### src/rtl/plot_queue.sv
// Write-side plot buffer for the framebuffer: range-checks plot requests, converts them to
// linear addresses, queues them and drains them whenever scan-out reads leave the RAM port free.
module plot_queue #(
    parameter int unsigned WIDTH  = 160,
    parameter int unsigned HEIGHT = 120,
    parameter int unsigned DEPTH  = 4
) (
    input  logic                         clk,
    input  logic                         rst_n,
    input  logic [7:0]                   vga_x,
    input  logic [6:0]                   vga_y,
    input  logic [2:0]                   vga_colour,
    input  logic                         vga_plot,
    input  logic                         rd_req,
    input  logic [7:0]                   rd_x,
    input  logic [6:0]                   rd_y,
    output logic                         rd_valid,
    output logic [2:0]                   rd_colour,
    output logic [14:0]                  mem_addr,
    output logic                         mem_wren,
    output logic [2:0]                   mem_wdata,
    input  logic [2:0]                   mem_rdata,
    output logic [$clog2(DEPTH+1)-1:0]   fifo_count,
    output logic                         overflow,
    output logic                         oob
);

    localparam int unsigned CW = $clog2(DEPTH + 1);
    localparam int unsigned PW = $clog2(DEPTH);

    logic [17:0]   fifo_q [DEPTH];
    logic [PW-1:0] wr_ptr_q, wr_ptr_d;
    logic [PW-1:0] rd_ptr_q, rd_ptr_d;
    logic [CW-1:0] count_q, count_d;
    logic          overflow_q, overflow_d;
    logic          oob_q, oob_d;
    logic          rd_valid_q, rd_valid_d;
    logic          rd_inr_q, rd_inr_d;

    logic          plot_inr_s;
    logic          rd_inr_s;
    logic [14:0]   plot_addr_s;
    logic [14:0]   rd_addr_s;
    logic [17:0]   head_s;
    logic          full_s;
    logic          empty_s;
    logic          pop_s;
    logic          push_s;

    assign plot_inr_s  = (32'(vga_x) < WIDTH) && (32'(vga_y) < HEIGHT);
    assign rd_inr_s    = rd_req && (32'(rd_x) < WIDTH) && (32'(rd_y) < HEIGHT);
    assign plot_addr_s = 15'(vga_y) * 15'(WIDTH) + 15'(vga_x);
    assign rd_addr_s   = 15'(rd_y) * 15'(WIDTH) + 15'(rd_x);
    assign head_s      = fifo_q[rd_ptr_q];
    assign full_s      = (count_q == CW'(DEPTH));
    assign empty_s     = (count_q == {CW{1'b0}});

    // RAM port arbitration: an in-range scan-out read always owns the port
    always_comb begin
        mem_addr  = 15'd0;
        mem_wren  = 1'b0;
        mem_wdata = 3'd0;
        pop_s     = 1'b0;
        if (rd_inr_s) begin
            mem_addr = rd_addr_s;
        end else if (!empty_s) begin
            mem_addr  = head_s[17:3];
            mem_wdata = head_s[2:0];
            mem_wren  = 1'b1;
            pop_s     = 1'b1;
        end else begin
            mem_addr  = 15'd0;
            mem_wren  = 1'b0;
        end
    end

    // A full FIFO still accepts a plot when the head retires in the same cycle
    assign push_s = vga_plot && plot_inr_s && (!full_s || pop_s);

    // Next-state for pointers, occupancy, sticky flags and the read pipeline
    always_comb begin
        wr_ptr_d   = push_s ? (wr_ptr_q + PW'(1)) : wr_ptr_q;
        rd_ptr_d   = pop_s  ? (rd_ptr_q + PW'(1)) : rd_ptr_q;
        overflow_d = overflow_q || (vga_plot && plot_inr_s && !push_s);
        oob_d      = oob_q || (vga_plot && !plot_inr_s);
        rd_valid_d = rd_req;
        rd_inr_d   = rd_inr_s;
        case ({push_s, pop_s})
            2'b10:   count_d = count_q + CW'(1);
            2'b01:   count_d = count_q - CW'(1);
            default: count_d = count_q;
        endcase
    end

    // Control state registers
    always_ff @(posedge clk or negedge rst_n) begin
        if (!rst_n) begin
            wr_ptr_q   <= {PW{1'b0}};
            rd_ptr_q   <= {PW{1'b0}};
            count_q    <= {CW{1'b0}};
            overflow_q <= 1'b0;
            oob_q      <= 1'b0;
            rd_valid_q <= 1'b0;
            rd_inr_q   <= 1'b0;
        end else begin
            wr_ptr_q   <= wr_ptr_d;
            rd_ptr_q   <= rd_ptr_d;
            count_q    <= count_d;
            overflow_q <= overflow_d;
            oob_q      <= oob_d;
            rd_valid_q <= rd_valid_d;
            rd_inr_q   <= rd_inr_d;
        end
    end

    // FIFO storage, entries packed as {addr, colour}
    always_ff @(posedge clk or negedge rst_n) begin
        if (!rst_n) begin
            for (int i = 0; i < int'(DEPTH); i++) begin
                fifo_q[i] <= 18'd0;
            end
        end else if (push_s) begin
            fifo_q[wr_ptr_q] <= {plot_addr_s, vga_colour};
        end else begin
            fifo_q[wr_ptr_q] <= fifo_q[wr_ptr_q];
        end
    end

    // Returning read data comes straight from the RAM; out-of-range reads return 0
    always_comb begin
        if (rd_valid_q && rd_inr_q) begin
            rd_colour = mem_rdata;
        end else begin
            rd_colour = 3'd0;
        end
    end

    assign rd_valid   = rd_valid_q;
    assign fifo_count = count_q;
    assign overflow   = overflow_q;
    assign oob        = oob_q;

endmodule
### config.mk
export PLATFORM = sky130hd
export DESIGN_NAME = plot_queue
export DESIGN_NICKNAME = d
export VERILOG_FILES = /design/src/rtl/plot_queue.sv
export SDC_FILE = /design/constraint.sdc
export NUM_CORES = 1
export LEC_CHECK = 0
export BUFFER_PORTS_ARGS = -buffer_cell sky130_fd_sc_hd__buf_2
export CAP_MARGIN = 20
export CORE_MARGIN = 2
export CORE_UTILIZATION = 28
export CTS_BUF_LIST = sky130_fd_sc_hd__clkbuf_16
export DETAILED_ROUTE_END_ITERATION = 8
export GPL_TIMING_DRIVEN = 0
export MAX_ROUTING_LAYER = met4
export PLACE_DENSITY = 0.51
export SETUP_SLACK_MARGIN = 0.05
export SLEW_MARGIN = 20
export SYNTH_ARGS = -nofsm -noshare
export SYNTH_HDL_FRONTEND = slang
export SYNTH_SLANG_ARGS = --single-unit
### constraint.sdc
create_clock -name clk -period 3.2 [get_ports clk]
set_input_delay 0.64 -clock clk [delete_from_list [all_inputs] [get_ports clk]]
set_output_delay 0.64 -clock clk [all_outputs]
set_load 0.005 [all_outputs]
==> metrics.yaml, run 1 <==
synth:
  netlist_area_um2: 5310
  yosysWarnings: 0
  synth.distinct_cells: 56
  yosysTopAreaCell: "dfrtp_1"
  async_reset_ff_frac: 1.00
  synth_edf_count: 0
  synth-seq-area-share: 0.391
  avgSynthCellArea_um2: 11.3
  synthTopCellsByArea: "dfrtp_1 39%, mux4_2 15%, ha_1 7.1%"
  syn_nets: 546
  synth_top_area_share: 0.391
  ys_seq_elements: 83
  syn_inst: 471
  ys.flop_type: "dfrtp_1"
timing:
  skew_ns: 0.00578
  rsz0062_at_grt: "true"
  tns_ns: -0.0102
  tightest_slew_ns: 0.875
  finalWorstPathRequiredPeriod_ns: 3.21
  whs_ns: 0.215
  maxSlewHeadroom: 0.417
  period_share: 1.00
  max_freq_mhz: 312
  post-route-worst-setup-slack_ns: -0.00640
  finalHoldViolCount: 0
  finalSetupViolations: 2
  slew_violations: 0
placement:
  place_area_um2: 5960
  dp_hpwl_um: 10600
  port_buffers: 67
  gp_congestion: 0.802
  pre_cts_ws_ns: -0.302
min_path:
  holdCritPathClass: "in2async"
routing:
  wl_per_cell_um: 18.6
  drt_iter0_markers: 241
  firstDrtPassIters: 4
  via_count: 4055
  ant_nets: 0
  wl_um: 14900
  drc: 0
  viasPerCell: 5.08
power_and_ir_drop:
  peakVddDrop_uv: 329
  p_sw_w: 0.00247
  internal-power_w: 0.00368
  power.density_nw_per_um2: 951
  power_frac_comb: 0.533
  swShare: 0.401
  pwr-share-clk: 0.168
  pwr-share-seq: 0.299
  p_leak_nw: 2.70
  total_power_w: 0.00615
global_route:
  first_global_vias: 4380
  overflow: 0
  antenna_found_initial: 0
  grt_pass1_wl_um: 23700
  grt_max_degree: 58
  grt_use_total: 0.158
layout:
  final.fill_count: 1853
  syn_to_final_growth_pct: 22.0
  final_layout_size_suffix_gt1_frac: 0.337
  diodes: 0
  seqCellArea_um2: 2080
  final_common_cell: "dfrtp_1"
  layout_common_cells: "83 x dfrtp_1, 69 x buf_2, 67 x nor2_1"
  multiInputGateArea_um2: 3180
  nets: 635
  fin_area_um2: 6470
run_status:
  violations: "negative setup slack"
  status: "complete, but fails checks"
setup_path:
  worst-setup-path-type: "in2out"
  startpoint: "rd_y[3]"
  cp_data_arrival_time_ns: 2.57
  crit_required_ns: 2.56
  rr_startpoint: "wr_ptr_q[1]"
  r2r_slack_ns: 0.24
  endpoint_kind: "output pin"
  r2r_cells: 7
  cp-endpoint: "mem_addr[13]"
  cp_max_fo: 3
  r2r_end: "fifo_q[40]"
  crit_path_start_kind: "primary input"
floorplan:
  die_x_um: 142
  initial_core_util: 0.285
  ioPinCount: 68
  core_um2: 18600
  die_h_um: 142
  dieArea_um2: 20100
  std_cell_rows: 50
clocking:
  tritoncts: "built"
  cts.path.max_buffers: 2
  numCtsBuffers: 9
  root_buffer: "clkbuf_16"
  htreeDepth: 3
  clock_sinks: 83
  cts.clk_slew.worst_paths_ns: 0.07
  insertion_delay_ns: 0.34
run:
  cap_violations: 0
## sequential cells by signal, indices dropped and copies added (netlist names)
signal	cells
fifo_count	3
rd_inr_q	1
rd_valid	1
oob	1
wr_ptr_q	2
overflow	1
fifo_q	72
rd_ptr_q	2
## power groups by stage
stage / Clock [W] / Sequential, W / Combinational, W
after floorplan: 0 / 0.00175 / 0.00229
after global placement: 0 / 0.00180 / 0.00316
after detailed placement: 0 / 0.00185 / 0.00321
after CTS: 0.00106 / 0.00183 / 0.00329
after global routing: 0.00111 / 0.00189 / 0.00360
final: 0.00103 / 0.00184 / 0.00328
## kinds of logic after synthesis
logic type               count (synthesis)  synth area share
flip-flops                              83             0.391
multiplexers                            67             0.216
buffers and inverters                   41            0.0330
XOR/XNOR                                24            0.0396
adder cells (fa/ha/maj)                 35            0.0896
AND/OR/NAND/NOR                        114             0.101
AO/OA/AOI/OAI                          107             0.129
## Yosys cell counts, types with 3 or more instances
library cell,count
a21o_1,4
a21oi_1,52
a22o_1,7
a31oi_1,5
and2_1,3
and3_1,3
buf_2,5
clkbuf_1,17
dfrtp_1,83
fa_1,5
ha_1,30
inv_1,15
mux2_2,20
mux2i_1,11
mux4_2,36
nand2_1,16
nand2b_1,4
nor2_1,67
nor2b_1,4
o21ai_0,14
o21ai_1,3
xnor2_1,15
xor2_1,9
## final cells by class
cell class              count  area share
plain buffers              25      0.0182
clock buffers               9      0.0348
clock inverters             6     0.00986
inverters                  16     0.00928
multi-input cells         347       0.491
flip-flops and latches     83       0.321
well taps                 234      0.0452
repair buffers             78      0.0711
## per-layer routing
metal	GRT usage	wire length, µm
met1	0.201	6370
met2	0.263	7410
met3	0.0341	929
met4	0.0316	151
met5	-	0
## critical path, cell delays in order
cell	delay, ns
buf_8	0.10
ha_4	0.26
ha_4	0.12
inv_2	0.04
fa_2	0.36
nand2b_4	0.17
o2bb2ai_4	0.15
xnor2_2	0.18
nand3b_1	0.11
xnor2_1	0.14
o21ai_1	0.16
buf_2	0.14
## worst min-delay path by stage
stage / from / endpoint / slack, ns / depth (start not counted)
2_1_floorplan: rst_n / fifo_count[0] / 0.34 / 0
3_3_place_gp: oob / oob / 0.45 / 1
3_5_place_dp: oob / oob / 0.46 / 1
4_1_cts: rst_n / fifo_q[6] / 0.22 / 1
5_1_grt: rst_n / fifo_q[42] / 0.24 / 1
6_report: rst_n / fifo_q[6] / 0.21 / 1
## per-stage QoR
stage	cells	util
global route	798	0.347
global placement	772	0.318
finish	798	0.347
detailed placement	773	0.320
CTS	795	0.346
floorplan	471	-
## timing repair
item,4_1_cts,5_1_grt
gates cloned,0,0
endpoints found under the setup margin,4,11
pin swaps,11,9
setup buffers,7,3
hold buffers,0,0
gates resized for setup,26,6
(Power assumes the default switching activity.)
==> run 2: changes to the inputs <==
--- a/config.mk
+++ b/config.mk
@@ -5,16 +5,16 @@
 export SDC_FILE = /design/constraint.sdc
 export NUM_CORES = 1
 export LEC_CHECK = 0
-export BUFFER_PORTS_ARGS = -buffer_cell sky130_fd_sc_hd__buf_2
+export BUFFER_PORTS_ARGS = -buffer_cell sky130_fd_sc_hd__buf_4
 export CAP_MARGIN = 20
 export CORE_MARGIN = 2
 export CORE_UTILIZATION = 28
 export CTS_BUF_LIST = sky130_fd_sc_hd__clkbuf_16
 export DETAILED_ROUTE_END_ITERATION = 8
-export GPL_TIMING_DRIVEN = 0
 export MAX_ROUTING_LAYER = met4
 export PLACE_DENSITY = 0.51
 export SETUP_SLACK_MARGIN = 0.05
+export SKIP_LAST_GASP = 1
 export SLEW_MARGIN = 20
 export SYNTH_ARGS = -nofsm -noshare
 export SYNTH_HDL_FRONTEND = slang
==> run 2 against run 1 <==
Against the previous run:
- the flow now finishes without violations
- sequential power about the same
- clock-buffer cell count unchanged
- clock skew about the same
- die area unchanged
- critical path depth unchanged
- clock power up 7%
- cell count down 0.38%
- core utilization up 1.2 points
- flip-flop and latch count unchanged
- cell area up 3.5%
- wire length down 4.8%
- largest power group unchanged
==> metrics.yaml, run 2 (synthesized netlist as in run 1, its figures left out) <==
setup_path:
  endpoint_kind: "output pin"
  crit_required_ns: 2.56
  crit_path_start_kind: "primary input"
  crit_slowest_cell: "fa_2"
  worst_path_most_repeated_cell: "ha_4"
  slowest_delay_ns: 0.36
  worst-setup-path-type: "in2out"
  cp_data_arrival_time_ns: 2.53
  crit_chain: "buf_8 -> ha_4 -> ha_4 -> inv_2 -> fa_2 -> xnor2_2 -> nor2b_4 -> nand2b_1 -> nand3b_1 -> xnor2_1 -> o21ai_1 -> buf_4"
  cp_max_fo: 2
clocking:
  clock_sinks: 83
  tritoncts: "built"
  insertion_delay_ns: 0.35
  cts.path.max_buffers: 2
  htreeDepth: 3
  numCtsBuffers: 9
  root_buffer: "clkbuf_16"
  cts.clk_slew.worst_paths_ns: 0.06
routing:
  wl_um: 14200
  drc: 0
  drt_iter0_markers: 243
  wl_per_cell_um: 17.8
  via_count: 4028
  firstDrtPassIters: 5
  viasPerCell: 5.07
  ant_nets: 0
power_and_ir_drop:
  p_sw_w: 0.00239
  peakVddDrop_uv: 303
  p_leak_nw: 2.82
  power_frac_comb: 0.530
  swShare: 0.378
  pwr-share-seq: 0.295
  power.density_nw_per_um2: 942
  internal-power_w: 0.00392
  pwr-share-clk: 0.175
layout:
  diodes: 0
  layout_common_cells: "95 x buf_4, 83 x dfrtp_1, 65 x nor2_1"
  nets: 631
  fin_util: 0.359
  syn_to_final_growth_pct: 26.2
  largest_reg_flops: 72
  final_layout_size_suffix_gt1_frac: 0.360
  finalNonFillerCells: 795
  final_common_cell: "buf_4"
  regMostFlops: "fifo_q"
global_route:
  grt.busiest_layer: "met2"
  overflow: 0
  grt_util_met2: 0.244
  grt_pass1_wl_um: 22500
  grtUsageMet1: 0.190
  met3_usage: 0.0388
  grt_use_total: 0.151
  first_global_vias: 4181
  grt_max_degree: 84
  antenna_found_initial: 0
placement:
  pre_cts_ws_ns: -0.207
  gp_congestion: 0.791
  dp.cells: 773
  port_buffers: 67
  dp_hpwl_um: 9920
floorplan:
  ioPinCount: 68
  core_um2: 18600
  die_x_um: 142
  initial_core_util: 0.285
  std_cell_rows: 50
  die_h_um: 142
  dieArea_um2: 20100
timing:
  skew_ns: 0.00566
  slew_violations: 0
  rsz0062_at_grt: "true"
  maxSlewHeadroom: 0.403
  finalWorstPathRequiredPeriod_ns: 3.17
  max_freq_mhz: 315
  finalHoldViolCount: 0
  period_share: 0.992
  post-route-worst-setup-slack_ns: 0.0251
  tightest_slew_ns: 0.895
  finalSetupViolations: 0
min_path:
  holdCritPathClass: "in2async"
run:
  cap_violations: 0
run_status:
  status: "finished clean"
run 2: cell types whose count changed in the layout (fill, tap and decap cells not counted), moves of 3 or more:
cell	change
clkbuf_1	-15
ha_2	-3
clkinv_2	+3
o21ai_0	-3
o21ai_1	+3
buf_4	+82
buf_2	-69
run 2: final cells by class:
class,count,area [µm²]
clock buffers,9,225
clock inverters,7,83.8
fillers,1848,11900
inverters,16,60.1
multi-input cells,347,3190
flip-flops and latches,83,2080
well taps,234,293
repair buffers,99,771
run 2: path summary, 6_finish.rpt:
path | from | to | slack, ns | cells after the start
max | rd_y[1] | mem_addr[13] | 0.03 | 12
max in group asynchronous | rst_n | fifo_q[29] | 2.31 | 1
min reg2reg | oob | oob | 0.47 | 1
min in group clk | rd_req | rd_valid | 0.42 | 1
max reg2reg | fifo_count[1] | fifo_q[46] | 0.96 | 4
min | rst_n | fifo_q[60] | 0.35 | 1
run 2: routing by layer:
layer	up-vias	routed length [µm]
met3	20	788
met4	0	208
met5	-	0
met2	110	6820
met1	2009	6340
li1	1889	-
run 2: power groups by stage:
stage,Sequential (W),Combinational [W],Clock [W]
6_report,0.00186,0.00335,0.00110
5_1_grt,0.00193,0.00368,0.00118
4_1_cts,0.00186,0.00338,0.00113
3_5_place_dp,0.00187,0.00332,0
3_3_place_gp,0.00182,0.00324,0
2_1_floorplan,0.00175,0.00229,0
run 2: critical path: cells and delay by family:
kind                     cells  cell delay [ns]
AND/OR/NAND/NOR              3             0.44
adder cells (fa/ha/maj)      3             0.74
XOR/XNOR                     2             0.33
AO/OA/AOI/OAI                1             0.13
buffers and inverters        3             0.27
run 2: metrics by stage:
step	TNS (ns)	instance area (µm²)	power (W)	hold WS, ns
2_1_floorplan	0	5310	0.00404	0.344
3_3_place_gp	-0.514	6200	0.00506	0.463
3_5_place_dp	-0.736	6200	0.00519	0.464
4_1_cts	0	6640	0.00637	0.408
5_1_grt	-0.178	6700	0.00679	0.401
6_report	0	6700	0.00631	0.350
run 2: repair_timing:
| item | CTS | global route |
|---|---|---|
| endpoints found under the setup margin | 5 | 5 |
| hold buffers | 0 | 0 |
| endpoints found under the hold margin | 0 | 0 |
| buffers inserted | 2 | 4 |
| pin swaps | 12 | 12 |
| resized for setup | 24 | 4 |
==> run 3: changes to the inputs <==
--- a/config.mk
+++ b/config.mk
@@ -5,6 +5,7 @@
 export SDC_FILE = /design/constraint.sdc
 export NUM_CORES = 1
 export LEC_CHECK = 0
+export ABC_AREA = 1
 export BUFFER_PORTS_ARGS = -buffer_cell sky130_fd_sc_hd__buf_4
 export CAP_MARGIN = 20
 export CORE_MARGIN = 2
@@ -12,7 +13,7 @@
 export CTS_BUF_LIST = sky130_fd_sc_hd__clkbuf_16
 export DETAILED_ROUTE_END_ITERATION = 8
 export MAX_ROUTING_LAYER = met4
-export PLACE_DENSITY = 0.51
+export PLACE_DENSITY = 0.5
 export SETUP_SLACK_MARGIN = 0.05
 export SKIP_LAST_GASP = 1
 export SLEW_MARGIN = 20
==> run 3 against run 2 <==
Against the previous run:
- combinational power increased by 19%
- sequential share of layout area decreased by 2.6 points
- clock skew about the same
- clock-buffer cell count unchanged
- cell count increased by 49%
- flip-flop and latch count unchanged
- wire length increased by 33%
- critical path depth increased by 1
- area after synthesis increased by 15%
- via count increased by 49%
- worst hold slack got worse by 0.096 ns
- register-to-register slack got worse by 0.10 ns
- largest cell class unchanged
==> metrics.yaml, run 3 <==
floorplan:
  ioPinCount: 68
  die_h_um: 151
  die_x_um: 151
  initial_core_util: 0.288
  dieArea_um2: 22900
  std_cell_rows: 53
  core_um2: 21200
layout:
  layout_common_cells: "150 x nand3_1, 144 x nand2_1, 89 x buf_4"
  final.fill_count: 2246
  fin_util: 0.346
  finalNonFillerCells: 1184
  largest_reg_flops: 72
  seqCellArea_um2: 2080
  diodes: 0
  final_common_cell: "nand3_1"
  multiInputGateArea_um2: 3540
  regMostFlops: "fifo_q"
  final_layout_size_suffix_gt1_frac: 0.153
  nets: 979
  syn_to_final_growth_pct: 20.3
global_route:
  first_global_vias: 5638
  grt.busiest_layer: "met2"
  grtUsageMet1: 0.239
  antenna_found_initial: 0
  grt_use_total: 0.174
  overflow: 0
  grt_max_degree: 69
  grt_pass1_wl_um: 30000
  grt_util_met2: 0.273
  met3_usage: 0.0184
setup_path:
  slowest_delay_ns: 0.37
  cp_data_arrival_time_ns: 2.45
  crit_slowest_cell: "fa_2"
  crit_required_ns: 2.56
  endpoint_kind: "output pin"
  crit_chain: "buf_8 -> ha_4 -> ha_4 -> inv_2 -> fa_2 -> xnor2_2 -> buf_4 -> nand2_4 -> nor2_4 -> nand3_1 -> nand3_1 -> nand2_1 -> buf_4"
  cp_max_fo: 3
  crit_path_start_kind: "primary input"
  worst-setup-path-type: "in2out"
timing:
  finalHoldViolCount: 0
  finalSetupViolations: 0
  max_freq_mhz: 323
  rsz0062_at_grt: "true"
  whs_ns: 0.254
  finalWorstPathRequiredPeriod_ns: 3.09
  slew_violations: 0
  tightest_slew_ns: 0.808
  maxSlewHeadroom: 0.458
  skew_ns: 0.00571
  period_share: 0.967
synth:
  syn_nets: 928
  synth-seq-area-share: 0.341
  async_reset_ff_frac: 1.00
  yosysWarnings: 0
  ys_seq_elements: 83
  ys_top_cells_by_count: "152 x nand3_1, 147 x nand2_1, 86 x o21ai_0, 83 x dfrtp_1, 83 x inv_1"
  netlist_area_um2: 6080
  synthTopCellsByArea: "dfrtp_1 34%, nand3_1 13%, nand2_1 9.1%"
  synth_top_area_share: 0.341
  syn_inst: 853
  avgSynthCellArea_um2: 7.13
  yosysMostFrequentCell: "nand3_1"
  yosysTopAreaCell: "dfrtp_1"
  synth.distinct_cells: 33
  ys.flop_type: "dfrtp_1"
  synth_edf_count: 0
power_and_ir_drop:
  total_power_w: 0.00682
  peakVddDrop_uv: 419
  p_leak_nw: 3.39
  power_frac_comb: 0.586
  pwr-share-clk: 0.137
  p_sw_w: 0.00327
  pwr-share-seq: 0.277
  power.density_nw_per_um2: 931
  swShare: 0.480
  internal-power_w: 0.00354
placement:
  dp_hpwl_um: 12600
  dp.cells: 1166
  port_buffers: 67
  gp_congestion: 0.810
routing:
  wl_per_cell_um: 15.9
  ant_nets: 0
  viasPerCell: 5.07
  via_count: 6008
  drt_iter0_markers: 372
  drc: 0
  firstDrtPassIters: 4
  wl_um: 18800
clocking:
  cts.path.max_buffers: 2
  htreeDepth: 3
  root_buffer: "clkbuf_16"
  clock_sinks: 83
  insertion_delay_ns: 0.35
  cts.clk_slew.worst_paths_ns: 0.06
  numCtsBuffers: 9
  tritoncts: "built"
run_status:
  status: "finished clean"
run:
  cap_violations: 0
min_path:
  holdCritPathClass: "in2async"
==> run 3: critical path: cells and delay by family <==
kind,cells,cell delay [ns]
adder cells (fa/ha/maj),3,0.75
AND/OR/NAND/NOR,5,0.39
XOR/XNOR,1,0.24
buffers and inverters,4,0.43
==> run 3: metal layers <==
metal  share of wire  up-vias
met4           0.014        0
met1            0.48     2837
met3           0.042       19
li1                -     3034
met2            0.46      118
met5               0        -
==> run 3: metrics by stage <==
step | cell area, µm² | setup TNS, ns | worst slack [ns]
floorplan | 6080 | 0 | 0.242
global placement | 6880 | -0.295 | -0.105
detailed placement | 6880 | -0.345 | -0.140
CTS | 7180 | 0 | 0.0130
global route | 7320 | -0.0129 | -0.0129
finish | 7320 | 0 | 0.105
==> run 3: what timing repair did <==
item / 4_1_cts / 5_1_grt
endpoints found under the setup margin: 4 / 5
gates resized for setup: 15 / 21
setup buffers: 0 / 2
hold buffers: 0 / 0
pin swaps: 6 / 12
==> run 3: final cells by class <==
cell class,count,share of cell area
Clock inverter,7,0.00376
Tap cell,275,0.0470
Multi-Input combinational cell,625,0.484
Timing Repair Buffer,95,0.105
Sequential cell,83,0.284
Inverter,90,0.0463
Clock buffer,9,0.0308
==> run 3: worst paths after layout <==
check,to,slack (ns),start,cells after the start
min reg2reg,oob,0.46,oob,1
max,mem_addr[13],0.11,rd_y[1],13
max reg2reg,fifo_q[17],0.86,wr_ptr_q[0],6
min,fifo_q[60],0.25,rst_n,1
min in group clk,rd_valid,0.42,rd_req,1
max in group asynchronous,fifo_q[12],2.28,rst_n,2
==> run 3: power by group through the flow <==
stage	Sequential, W	Clock, W	Combinational, W
after global placement	0.00189	0	0.00390
after global routing	0.00196	0.00100	0.00450
after CTS	0.00188	0.000962	0.00396
final	0.00189	0.000933	0.00400
after detailed placement	0.00190	0	0.00393
after floorplan	0.00179	0	0.00271
==> run 3: logic make-up after synthesis <==
group           Yosys count  share of synthesized area
compound gates          225                      0.207
xor+xnor                  8                     0.0115
fa+ha+maj                35                     0.0781
buf+inv                 145                      0.102
flops                    83                      0.341
simple gates            357                      0.260
